$ cat src/rtl/card_dealer_pkg.sv
// card_dealer_pkg: shared constants, FSM state type and generator helpers
// for the card dealer (deck size, xorshift32 shift amounts, reset seed).
package card_dealer_pkg;

  localparam int unsigned DECK_SIZE = 52;
  localparam int unsigned CARD_W    = 6;
  localparam int unsigned STATE_W   = 32;

  localparam int unsigned SH_A = 13;
  localparam int unsigned SH_B = 17;
  localparam int unsigned SH_C = 5;

  localparam logic [STATE_W-1:0] DEFAULT_SEED_VALUE = 32'h2545F491;

  typedef enum logic [1:0] {
    ST_IDLE   = 2'd0,
    ST_STEP   = 2'd1,
    ST_REDUCE = 2'd2,
    ST_CHECK  = 2'd3
  } dealer_state_e;

  // One xorshift32 step; shifts zero-fill and truncate to 32 bits.
  function automatic logic [STATE_W-1:0] xorshift32_next(input logic [STATE_W-1:0] s);
    logic [STATE_W-1:0] t;
    t = s ^ (s << SH_A);
    t = t ^ (t >> SH_B);
    t = t ^ (t << SH_C);
    return t;
  endfunction

  // Zero is a fixed point of xorshift, so it is never allowed as a state.
  function automatic logic [STATE_W-1:0] nonzero_seed(input logic [STATE_W-1:0] s);
    return (s == '0) ? STATE_W'(1) : s;
  endfunction

endpackage

$ cat src/rtl/card_dealer_mod52.sv
// dealer_mod52: sequential restoring reducer, dividend mod 52, one dividend
// bit per cycle MSB first, exactly 32 cycles after start.
// Ports:
//   clock, reset     - rising-edge clock, synchronous active-high reset
//   start            - load dividend and begin (ignored state is overwritten)
//   dividend [31:0]  - value to reduce
//   done             - combinational: the final bit is consumed at this edge
//   remainder [5:0]  - result, valid from the cycle after done
module dealer_mod52
  import card_dealer_pkg::*;
(
  input  logic               clock,
  input  logic               reset,
  input  logic               start,
  input  logic [STATE_W-1:0] dividend,
  output logic               done,
  output logic [CARD_W-1:0]  remainder
);

  localparam int unsigned CNT_W = 6;

  logic [STATE_W-1:0] dvd;
  logic [CARD_W-1:0]  rem;
  logic [CNT_W-1:0]   cnt;
  logic [CARD_W:0]    trial_c;

  // Partial remainder is always < 52, so shifting in one bit stays < 104.
  assign trial_c   = {rem, dvd[STATE_W-1]};
  assign done      = (cnt == CNT_W'(1));
  assign remainder = rem;

  // Shift-subtract datapath.
  always_ff @(posedge clock) begin
    if (reset) begin
      dvd <= '0;
      rem <= '0;
      cnt <= '0;
    end else if (start) begin
      dvd <= dividend;
      rem <= '0;
      cnt <= CNT_W'(STATE_W);
    end else if (cnt != '0) begin
      if (trial_c >= (CARD_W+1)'(DECK_SIZE))
        rem <= CARD_W'(trial_c - (CARD_W+1)'(DECK_SIZE));
      else
        rem <= trial_c[CARD_W-1:0];
      dvd <= {dvd[STATE_W-2:0], 1'b0};
      cnt <= cnt - CNT_W'(1);
    end
  end

endmodule

$ cat src/rtl/card_dealer.sv
// card_dealer: deals cards 1..52 without replacement using an xorshift32
// generator reduced mod 52 and a 52-bit dealt mask.
// Ports:
//   clock, reset       - rising-edge clock, synchronous active-high reset
//   seed, seed_load    - load generator state (IDLE only, 0 becomes 1)
//   shuffle            - return all cards to the deck (IDLE only)
//   deal_req           - request one card (IDLE only, not when deck empty)
//   card, card_valid   - dealt card (held) and its one-cycle strobe
//   busy               - FSM not in IDLE
//   dealt_count        - cards dealt since reset/shuffle
//   deck_empty         - all 52 cards dealt
// Build option: define CARD_DEALER_PROBE_EN to resolve collisions by linear
// probing (r+1 mod 52, one cycle each) instead of redrawing.
module card_dealer
  import card_dealer_pkg::*;
#(
  parameter logic [31:0] DEFAULT_SEED = DEFAULT_SEED_VALUE
) (
  input  logic               clock,
  input  logic               reset,
  input  logic [STATE_W-1:0] seed,
  input  logic               seed_load,
  input  logic               shuffle,
  input  logic               deal_req,
  output logic [CARD_W-1:0]  card,
  output logic               card_valid,
  output logic               busy,
  output logic [CARD_W-1:0]  dealt_count,
  output logic               deck_empty
);

  dealer_state_e        fsm;
  logic [STATE_W-1:0]   gen;
  logic [STATE_W-1:0]   gen_next_c;
  logic [DECK_SIZE-1:0] mask;
  logic                 red_start_c;
  logic                 red_done;
  logic [CARD_W-1:0]    red_rem;
  logic [CARD_W-1:0]    idx_c;

  assign gen_next_c  = xorshift32_next(gen);
  assign red_start_c = (fsm == ST_STEP);

  // Reducer is loaded with the freshly advanced state at the STEP edge.
  dealer_mod52 u_mod52 (
    .clock     (clock),
    .reset     (reset),
    .start     (red_start_c),
    .dividend  (gen_next_c),
    .done      (red_done),
    .remainder (red_rem)
  );

`ifdef CARD_DEALER_PROBE_EN
  logic [CARD_W-1:0] probe_r;
  logic              probing;
  // First CHECK uses the reducer result, later probes the advanced index.
  assign idx_c = probing ? probe_r : red_rem;
`else
  assign idx_c = red_rem;
`endif

  // Control FSM with registered outputs.
  always_ff @(posedge clock) begin
    if (reset) begin
      fsm         <= ST_IDLE;
      gen         <= nonzero_seed(DEFAULT_SEED);
      mask        <= '0;
      dealt_count <= '0;
      card        <= '0;
      card_valid  <= 1'b0;
      busy        <= 1'b0;
      deck_empty  <= 1'b0;
`ifdef CARD_DEALER_PROBE_EN
      probe_r     <= '0;
      probing     <= 1'b0;
`endif
    end else begin
      card_valid <= 1'b0;
      case (fsm)
        ST_IDLE: begin
          if (seed_load)
            gen <= nonzero_seed(seed);
          if (shuffle) begin
            mask        <= '0;
            dealt_count <= '0;
            deck_empty  <= 1'b0;
          end
          // A deal is dropped if any housekeeping happens in the same cycle.
          if (deal_req && !seed_load && !shuffle && !deck_empty) begin
            fsm  <= ST_STEP;
            busy <= 1'b1;
          end
        end
        ST_STEP: begin
          gen <= gen_next_c;
          fsm <= ST_REDUCE;
        end
        ST_REDUCE: begin
          if (red_done)
            fsm <= ST_CHECK;
        end
        ST_CHECK: begin
          if (!mask[idx_c]) begin
            mask[idx_c] <= 1'b1;
            card        <= idx_c + CARD_W'(1);
            card_valid  <= 1'b1;
            dealt_count <= dealt_count + CARD_W'(1);
            deck_empty  <= (dealt_count == CARD_W'(DECK_SIZE - 1));
            busy        <= 1'b0;
            fsm         <= ST_IDLE;
`ifdef CARD_DEALER_PROBE_EN
            probing     <= 1'b0;
`endif
          end else begin
`ifdef CARD_DEALER_PROBE_EN
            probe_r <= (idx_c == CARD_W'(DECK_SIZE - 1)) ? '0 : idx_c + CARD_W'(1);
            probing <= 1'b1;
`else
            fsm     <= ST_STEP;
`endif
          end
        end
        default: begin
          fsm  <= ST_IDLE;
          busy <= 1'b0;
        end
      endcase
    end
  end

endmodule
$ cat config.mk
export PLATFORM = sky130hd
export DESIGN_NAME = card_dealer
export DESIGN_NICKNAME = d
export VERILOG_FILES = /design/src/rtl/card_dealer_pkg.sv /design/src/rtl/card_dealer_mod52.sv /design/src/rtl/card_dealer.sv
export SDC_FILE = /design/constraint.sdc
export NUM_CORES = 1
export LEC_CHECK = 0
export BUFFER_PORTS_ARGS = -buffer_cell sky130_fd_sc_hd__clkbuf_2
export CORE_ASPECT_RATIO = 0.7
export CORE_MARGIN = 8
export CORE_UTILIZATION = 28
export CTS_CLUSTER_SIZE = 10
export DETAILED_ROUTE_END_ITERATION = 6
export PLACE_DENSITY_LB_ADDON = 0.12
export SLEW_MARGIN = 10
export SYNTH_ARGS = -nofsm -noshare
export SYNTH_HDL_FRONTEND = slang
export SYNTH_SLANG_ARGS = --single-unit
export TNS_END_PERCENT = 30
$ cat constraint.sdc
create_clock -name clock -period 2.25 [get_ports clock]
set_clock_uncertainty 0.05 [all_clocks]
set_input_delay 0.225 -clock clock [delete_from_list [all_inputs] [get_ports clock]]
set_output_delay 0.225 -clock clock [all_outputs]
set_load 0.03 [all_outputs]
* Word-level counts from Yosys, hierarchy flattened
Index checks and enable logic that the tools add are counted.
Widths: inputs -> output; s select.
** Cells by class
- $add $sub $neg :: 4
- Order comparisons :: 3
- Equality and inequality tests :: 10
- Muxes and demuxes :: 29
- Bitwise operators :: 6
- Reductions and logical operators :: 20
** Operators with widths (number)
- $mux 32 :: 4
- $mux 52 :: 2
- $pmux 52 s2 :: 1
- $pmux 32 s2 :: 1
- $xor 32x32->32 :: 2
- $or 52x52->52 :: 1
- $logic_not 32->1 :: 1
- $xor 32x15->32 :: 1
- $mux 6 :: 5
- $add 6x1->6 const B :: 2
- $pmux 6 s2 :: 1
- $ne 2x2->1 const B :: 5
- $mux 1 :: 8
- $pmux 2 s4 :: 1
- $ge 7x6->1 const B :: 1
- $lt 6x7->1 const B :: 1
- $bmux 1 s6 :: 1
- $demux 1 s6 :: 1
- $eq 6x1->1 const B :: 1
- $eq 6x6->1 const B :: 1
- $ge 6x1->1 const B :: 1
- $reduce_and 2->1 :: 3
- $reduce_and 3->1 :: 2
- $reduce_bool 2->1 :: 3
- other kinds (12) :: 22
** Storage, ports and cells
- Flip-flop bits (word level) :: 145
- Input port bits :: 37
- Output and inout bits :: 15
- Logic and storage cells :: 84

* Logic depth before layout (Yosys ltp)
Gate-level depths: netlist of run 1.
- Depth in word-level cells :: 7
- Mapped depth :: 11
- Mapped depth without buffers :: 8

* By module
Synthesis of run 1 repeated with hierarchy kept, for this count alone.
** Unflattened totals
- Cell total of the unflattened synthesis :: 866
- Area total of the unflattened synthesis :: 7339.5 µm²
** Modules (own cells, without submodules)
- card_dealer :: times used 1, cells each 612, area an instance 5317.6 µm², seq. area each 2021.9 µm²
- dealer_mod52 :: times used 1, cells each 254, area an instance 2021.9 µm², seq. area each 880.8 µm²

* Least setup slack after synthesis of run 1
Ideal clock, no wire load.
- Path type :: reg2reg
- Start point :: reg u_mod52.rem[1], in the netlist u_mod52.remainder[1]
- End point :: reg dealt_count[4]
- Library setup time :: 0.119 ns
- Arrival time :: 2.179 ns
- Data required time :: 2.081 ns
- Setup slack :: -0.098 ns
- Stages on the path, launching flop included :: 10
- Buffers on the path :: 3
- Period minus slack after synthesis :: 2.348 ns
- Cell sequence :: dfxtp_1 > buf_6 > buf_6 > buf_2 > mux4_2 > nand3_1 > nand4_1 > a31oi_2 > nand4_1 > mux2i_1
** Between the ends
- Longest elaborated chain between the ends :: 4
** Ends and longest elaborated chain
- start, declared :: RTL line card_dealer_mod52.sv:23 : logic [CARD_W-1:0] rem;
- start signal, assigned :: RTL line card_dealer_mod52.sv:44 : rem <= CARD_W'(trial_c - (CARD_W+1)'(DECK_SIZE));
- start signal, assigned :: RTL line card_dealer_mod52.sv:46 : rem <= trial_c[CARD_W-1:0];
- $bmux 1 s6 :: RTL line card_dealer.sv:104 : if (!mask[idx_c]) begin
- $mux 1 (not written as such) :: RTL line card_dealer.sv:104
- $ne 2x2->1 (no line)
- $reduce_and 3->1 (no line)
- end signal, assigned :: RTL line card_dealer.sv:108 : dealt_count <= dealt_count + CARD_W'(1);
- end, declared :: RTL line card_dealer.sv:28 : output logic [CARD_W-1:0] dealt_count,
No other way between the ends. The select of a mux whose other input is x is not followed.
A chain may end at the register's enable or synchronous reset.

* Final worst setup path of run 1
- Start point :: reg u_mod52.rem[0], in the netlist u_mod52.remainder[0]
- End point :: reg mask[14]
** Between the ends
- Longest elaborated chain between the ends :: 7
- Elaborated cells on any way between the ends :: 12
- Those cells by class :: order compare (2); eq/ne (1); mux (6); bitwise (1); reduce/logical (2)
** Ends and longest elaborated chain
- $lt 6x7->1 (not written as such) / $ge 6x1->1 (equally long branches) :: RTL line card_dealer.sv:105 : mask[idx_c] <= 1'b1;
- $logic_and 1x1->1 (not written as such) :: RTL line card_dealer.sv:105
- $mux 1 (not written as such) :: RTL line card_dealer.sv:105
- $demux 1 s6 :: RTL line card_dealer.sv:105
- $or 52x52->52 (no line)
- $mux 52 :: RTL line card_dealer.sv:104
- $pmux 52 s2 :: RTL line card_dealer.sv:80 : case (fsm)
- end signal, assigned :: RTL line card_dealer.sv:68 : mask <= '0;
- end signal, assigned :: RTL line card_dealer.sv:85 : mask <= '0;
- end signal, assigned by index :: RTL line card_dealer.sv:105
- end, declared :: RTL line card_dealer.sv:35 : logic [DECK_SIZE-1:0] mask;
Parallel ways exist; a longest one is shown, timed or not. The select of a mux whose other input is x is not followed.

==> out/results.tsv, run 1 <==
metric	value	unit
final count of hold timing violations	0	
clock share of power	31.7	%
Avg Inst Size Synth	8.38	µm²
combinational power share	32.6	%
CP delay by family, top	multiplexers	
Area contributors post-synth	dfxtp_1, nand2_1, xnor2_1	
Final Net Count	975	
DRC viols	0	
Crit Reg-Reg Startpoint	u_mod52.remainder[0]	
RePlAce Congestion	0.807	
Clock Path Buffers	2	
worst vdd ir	0.485	mV
Leakage	3.21	nW
Final period util	101	%
Power Density	961	mW/mm²
cell taking the most area after synthesis	dfxtp_1	
Non-Filler Instances	1268	
ant diodes	0	
vias in the first global route	5886	
area delta synth->final	22.8	%
first-pass GRT wire length	35300	µm
worst r2r dst	mask[14]	
IO Pins	52	
count of flip-flops with a built-in enable after synthesis	0	
sw frac	36.6	%
Seq/Total Area, Yosys	40.6	%
pre-CTS setup slack	-0.144	ns
final setup violation count	6	
Core Area	0.0254	mm²
WL/cell	17.9	µm
CP Buf/Inv Count	1	
Tot GR Track Use	14.9	%
clk sinks	145	
Post-Syn Nets	904	
CTS Buf Count	17	
Worst Setup Slack, final	-0.0127	ns
Final min period	2.26	ns
Net Sw Power	3.09	mW
worst reg2reg path depth	8	
Mapped Area	0.00715	mm²
die width	207	µm
dpl hpwl	16600	µm
CP Max Fanout	8	
std cell rows	49	
clk_lat worst skew	0.44	ns
Initial Util	28.2	%
largest net degree at the start of global routing	81	
CP arrival	2.58	ns
vias	6270	
slowest stage delay, CP	0.50	ns
DR pass1 iterations	5	
CP Capture Point	mask[14]	
Port Buffer Count	51	
DRT Wirelength	22700	µm
H-tree depth	4	
CTS root buffer	clkbuf_16	
critical path launch point	u_mod52.remainder[0]	
CP endpoint kind	flop	
number of synthesized register bits	145	
Slew HR	55.8	%
Yosys warning total	0	
DRT iter0 DRCs	519	
Unique masters post-synth	50	
Post-Syn Instances	853	
Main synth FF type	dfxtp_1	
Reg2Reg Setup Slack	-0.01	ns
max-slew violation count	0	
fmax	442	MHz
failing checks	negative setup slack	
post-route ant nets	0	
status	finished, violations left	
Worst path slowest cell	mux4_2	
share of the synthesized area in the top cell type	40.6	%
critical path, cell by cell	mux4_2, mux2_4, nand3_4, nand4_4, a21oi_4, and4b_1, buf_6, a32o_1	
Congestion Overflow GR	0	
Critical Path RT	2.57	ns
Post-Place Cells	1229	
final setup TNS	-0.0442	ns
maxcap violations	0	
RSZ-0062 raised after global routing	yes	
asr flop ratio synth	0	%
class of the worst hold path	input port to flop	
Worst setup SP type	flop	
stages on the worst setup path	8	
die height	150	µm
drt via density	4.94	
full die area	0.0310	mm²
sequential power share	35.7	%
final core utilization	34.6	%
initial antenna violation count	0	
share of layout cells above drive strength 1	19.0	%
Worst Tran Pin Value	0.658	ns
CTS clock-pin slew for the worst setup and hold paths	0.07	ns
WS Path Type	flop to flop	
Internal	5.34	mW
TritonCTS clock tree	done	
synthesized netlist by cell type (2+ instances only):
library cell  number
mux2i_1           25
nand3b_1           3
a211oi_1          21
xnor2_1           53
and2_1             9
a31oi_1           27
nand4_1            9
nor2b_1            6
nand2_1          146
a22oi_1            3
nor4_1             9
a21oi_1           59
dfxtp_1          145
nand3_1           13
buf_6              2
a32o_1            30
a21o_1             8
o21ai_0           43
nor3b_1            2
buf_2             10
xor2_1            17
o211ai_1           6
o21bai_1           2
ha_1              14
a31o_2             2
buf_1              7
a311oi_1           2
nor3_1            10
inv_1             10
clkbuf_1          43
or2_2              5
mux4_2             3
a22o_1             2
nor2_1            64
and3_1            11
nand2b_1          17
o22ai_1            2
per-layer routing:
layer | vias up | GRT usage (%) | share of wire [%]
li1 | 3148 | - | -
met3 | 16 | 3.33 | 4.9
met2 | 125 | 19.2 | 38
met4 | 0 | 3.85 | 1.0
met5 | - | 0 | 0
met1 | 2981 | 23.8 | 56
repair_timing:
item / 4_1_cts / 5_1_grt
endpoints found under the setup margin: 45 / 61
hold buffers: 0 / 0
buffers inserted: 5 / 1
pin swaps: 8 / 13
gates resized for setup: 9 / 19
gates cloned: 0 / 1
area by class of cell:
cell class              count  area [µm²]
repair buffers            114         822
well taps                 331         414
multi-input cells         636        4040
clock inverters            12        83.8
inverters                  10        37.5
clock buffers              20         467
fillers                  2674       16600
flip-flops and latches    145        2910
through the flow:
step / area [µm²] / power [mW] / hold WS [ns]
after global placement: 8090 / 5.78 / 0.394
after floorplan: 7170 / 4.80 / 0.365
final: 8770 / 8.43 / 0.0714
after global routing: 8770 / 8.93 / 0.0559
after CTS: 8710 / 8.53 / 0.0320
after detailed placement: 8090 / 5.75 / 0.396
worst min path at each step:
stage | endpoint | slack (ns) | from | depth (start not counted)
3_3_place_gp | mask[37] | 0.39 | mask[37] | 2
4_1_cts | gen[29] | 0.03 | seed[29] | 3
2_1_floorplan | gen[22] | 0.36 | seed[22] | 2
5_1_grt | gen[29] | 0.06 | seed[29] | 3
3_5_place_dp | mask[33] | 0.40 | mask[33] | 2
6_report | gen[29] | 0.07 | seed[29] | 3
logic make-up after synthesis:
| family | synth area share (%) |
|---|---|
| xor gates and xnor gates | 8.58 |
| AOI/OAI and AO/OA | 19.8 |
| buffers and inverters | 4.17 |
| muxes | 4.61 |
| adders and majority gates | 2.45 |
| DFF | 40.6 |
| and+or+nand+nor | 19.8 |
sequential cells by signal, indices dropped and copies added, names as in the netlist:
register           count
busy                   1
card                   6
card_valid             1
dealt_count            6
deck_empty             1
fsm                    2
gen                   32
mask                  52
u_mod52.cnt            6
u_mod52.dvd           32
u_mod52.remainder      6
worst reg2reg max path, stage by stage (launching register included):
cell     delay [ns]
dfxtp_4        0.39
mux4_2         0.50
mux2_4         0.29
nand3_4        0.07
nand4_4        0.19
a21oi_4        0.18
and4b_1        0.21
buf_6          0.14
a32o_1         0.16
layout by cell type, fill, tap and decap left out, drive strengths merged, types with 3 or more instances in the layout:
master / count
nand2: 146
dfxtp: 145
clkbuf: 70
nor2: 64
buf: 64
a21oi: 61
xnor2: 53
o21ai: 44
a32o: 30
a31oi: 28
mux2i: 25
a211oi: 21
xor2: 17
nand2b: 17
ha: 14
nand3: 13
inv: 12
and3: 11
nor3: 10
nand4: 10
nor4: 9
and2: 9
a21o: 8
o211ai: 6
nor2b: 6
or2: 5
clkinvlp: 5
clkinv: 5
mux4: 3
a22oi: 3
nand3b: 3
power by group through the flow:
stage          Clock, mW  Combinational (mW)  Sequential [mW]
5_1_grt             2.86                3.03             3.04
6_report            2.68                2.75             3.01
3_5_place_dp           0                2.69             3.07
3_3_place_gp           0                2.71             3.07
4_1_cts             2.78                2.74             3.01
2_1_floorplan          0                1.80             2.99
No activity file was read; power rests on OpenSTA's default activity.
==> run 2: changes to the inputs <==
--- a/config.mk
+++ b/config.mk
@@ -8,3 +8,5 @@
 export BUFFER_PORTS_ARGS = -buffer_cell sky130_fd_sc_hd__clkbuf_2
-export CORE_ASPECT_RATIO = 0.7
+export CELL_PAD_IN_SITES_DETAIL_PLACEMENT = 0
+export CELL_PAD_IN_SITES_GLOBAL_PLACEMENT = 1
+export CORE_ASPECT_RATIO = 0.9
 export CORE_MARGIN = 8
==> constraint.sdc (replaced) <==
create_clock -name clock -period 2.25 [get_ports clock]
set_clock_uncertainty 0.05 [all_clocks]
set_input_delay 0.675 -clock clock [delete_from_list [all_inputs] [get_ports clock]]
set_output_delay 0.675 -clock clock [all_outputs]
set_load 0.03 [all_outputs]
==> out/results.tsv, run 2 (synthesis gave the netlist of run 1 again) <==
metric	value	unit	change
Port Buffer Count	51		unchanged
maxcap violations	0		unchanged
vias in the first global route	5968		+1.4%
clk sinks	145		unchanged
register area	0.00291	mm²	unchanged
RePlAce Congestion	0.759		-6.0%
Final Net Count	986		+1.1%
TritonCTS clock tree	done		
CP Max Fanout	5		-3
Final period util	99.7	%	-0.91 points
RSZ-0062 raised after global routing	yes		
ant diodes	0		unchanged
worst hold stages	2		-1
Reg2Reg Setup Slack	0.008	ns	+0.02 ns
max-slew violation count	0		unchanged
DRT iter0 DRCs	415		-20%
status	complete, no violations		
sw frac	36.3	%	-0.28 points
worst vdd ir	0.558	mV	+15%
CTS root buffer	clkbuf_16		
commonest non-fill, non-tap cell in the layout	nand2_1		
area delta synth->final	25.0	%	
std cell rows	55		+12%
H-tree depth	4		unchanged
most frequent cells in the layout	nand2_1, dfxtp_1, nor2_1, buf_4, a21oi_1		
IO Pins	52		unchanged
DRT Wirelength	22600	µm	-0.67%
Worst setup SP type	flop		
Largest Register	mask		
dpl hpwl	16500	µm	-0.36%
Final min period	2.24	ns	-0.0204 ns
WL/cell	17.5	µm	-2.4%
WS Path Type	flop to flop		
Net Sw Power	3.17	mW	+2.6%
final total power	8.72	mW	+3.3%
Tot GR Track Use	14.7	%	-0.19 points
full die area	0.0309	mm²	-0.24%
Slew HR	57.5	%	+1.7 points
first-pass GRT wire length	35500	µm	+0.78%
largest net degree at the start of global routing	50		-38%
placed inst area	0.00817	mm²	+1.1%
Core Area	0.0251	mm²	-1.0%
pre-CTS setup slack	-0.0508	ns	+0.0933 ns
drt via density	4.84		-2.2%
final count of hold timing violations	0		unchanged
Internal	5.55	mW	+3.8%
class of the worst hold path	flop to flop		
sequential power share	34.6	%	-1.1 points
combinational power share	31.7	%	-0.9 points
biggest regs	mask: 52 flops, gen: 32 flops, u_mod52.dvd: 32 flops		
Worst Tran Pin Value	0.635	ns	-0.0231 ns
die height	168	µm	+12%
Power Density	976	mW/mm²	+1.5%
Non-Filler Instances	1290		+1.7%
CP endpoint kind	flop		
die width	184	µm	-11%
clock share of power	33.7	%	+2.0 points
Clock Path Buffers	2		unchanged
Worst Setup Slack, final	0.00770	ns	+0.0204 ns
DR pass1 iterations	5		unchanged
fillers	2644		-1.1%
CTS Buf Count	17		unchanged
fmax	446	MHz	+0.91%
Initial Util	28.4	%	+0.30 points
post-route ant nets	0		unchanged
Crit Reg-Reg Startpoint	u_mod52.remainder[0]		
clk_lat worst skew	0.43	ns	about the same
worst r2r dst	mask[13]		
DRC viols	0		unchanged
worst reg2reg path depth	8		unchanged
CP arrival	2.56	ns	-0.02 ns
share of layout cells above drive strength 1	19.5	%	+0.52 points
post-route cell area	0.00893	mm²	+1.8%
final setup violation count	0		-6
Leakage	3.30	nW	+2.9%
hold_buf cts	0		unchanged
CTS clock-pin slew for the worst setup and hold paths	0.06	ns	about the same
Congestion Overflow GR	0		unchanged
hold endpoint	mask[32]		
Critical Path RT	2.57	ns	about the same
vias	6240		-0.48%
Hold Path Origin	mask[32]		
initial antenna violation count	0		unchanged
Post-Place Cells	1248		+1.5%
Largest register FFs	52		unchanged
multi-input logic area	0.00402	mm²	-0.59%
==> run 2: changes by cell type in the layout (fill, tap and decap cells not counted), moves of 3 or more <==
cell,change
clkbuf_8,-3
buf_4,+9
o21ai_0,+6
clkinvlp_4,-3
inv_6,+3
nor2_1,+3
nor2_2,-3
o21ai_1,-6
inv_8,+3
==> run 2: critical path, cell delays in order (launching register included) <==
cell and delay, ns:
dfxtp_4 0.37, mux4_2 0.49, mux2_4 0.30, nand3_4 0.09, nand4_4 0.16, a21oi_4 0.18, and4b_2 0.28, buf_6 0.12
a32o_1 0.15
==> run 2: worst max-delay path by stage <==
stage / start / endpoint / slack (ns)
global placement: u_mod52.remainder[1] / mask[14] / -0.002
finish: u_mod52.remainder[0] / mask[13] / 0.008
floorplan: u_mod52.remainder[1] / card[3] / -0.04
CTS: u_mod52.remainder[0] / mask[9] / 0.01
global route: u_mod52.remainder[1] / mask[11] / -0.07
detailed placement: u_mod52.remainder[1] / mask[14] / -0.05
==> run 2: routing by layer <==
layer | global-route usage (%) | vias up | part of all wire [%]
met5 | 0 | - | 0
met4 | 3.12 | 0 | 0.65
met3 | 3.03 | 11 | 4.0
met2 | 19.6 | 92 | 40
met1 | 23.2 | 2967 | 56
li1 | - | 3170 | -
==> run 2: power by group through the flow <==
stage                     Sequential (mW)  Combinational [mW]  Clock (mW)
after floorplan                      2.99                1.80           0
final                                3.01                2.76        2.94
after detailed placement             3.07                2.73           0
after CTS                            3.01                2.76        3.00
after global placement               3.07                2.77           0
after global routing                 3.04                3.08        3.12
==> run 2: metrics by stage <==
step                hold WS (ns)  setup TNS (ns)  utilization [%]
floorplan                  0.374          -0.156                -
global placement           0.387        -0.00308             32.5
detailed placement         0.396          -0.488             32.5
CTS                        0.411               0             35.2
global route               0.434           -1.35             35.6
finish                     0.411               0             35.6
==> run 2: what timing repair did <==
| item | 4_1_cts | 5_1_grt |
|---|---|---|
| gates cloned | 0 | 1 |
| buffers inserted | 6 | 3 |
| gates resized for setup | 3 | 12 |
| endpoints found under the setup margin | 37 | 55 |
| pin swaps | 3 | 9 |
==> run 2: cell type report <==
class,instances,area share (%)
multi-input cells,636,45.0
flip-flops and latches,145,32.6
repair buffers,125,10.6
well taps,342,4.79
clock buffers,17,4.76
clock inverters,15,1.92
inverters,10,0.420
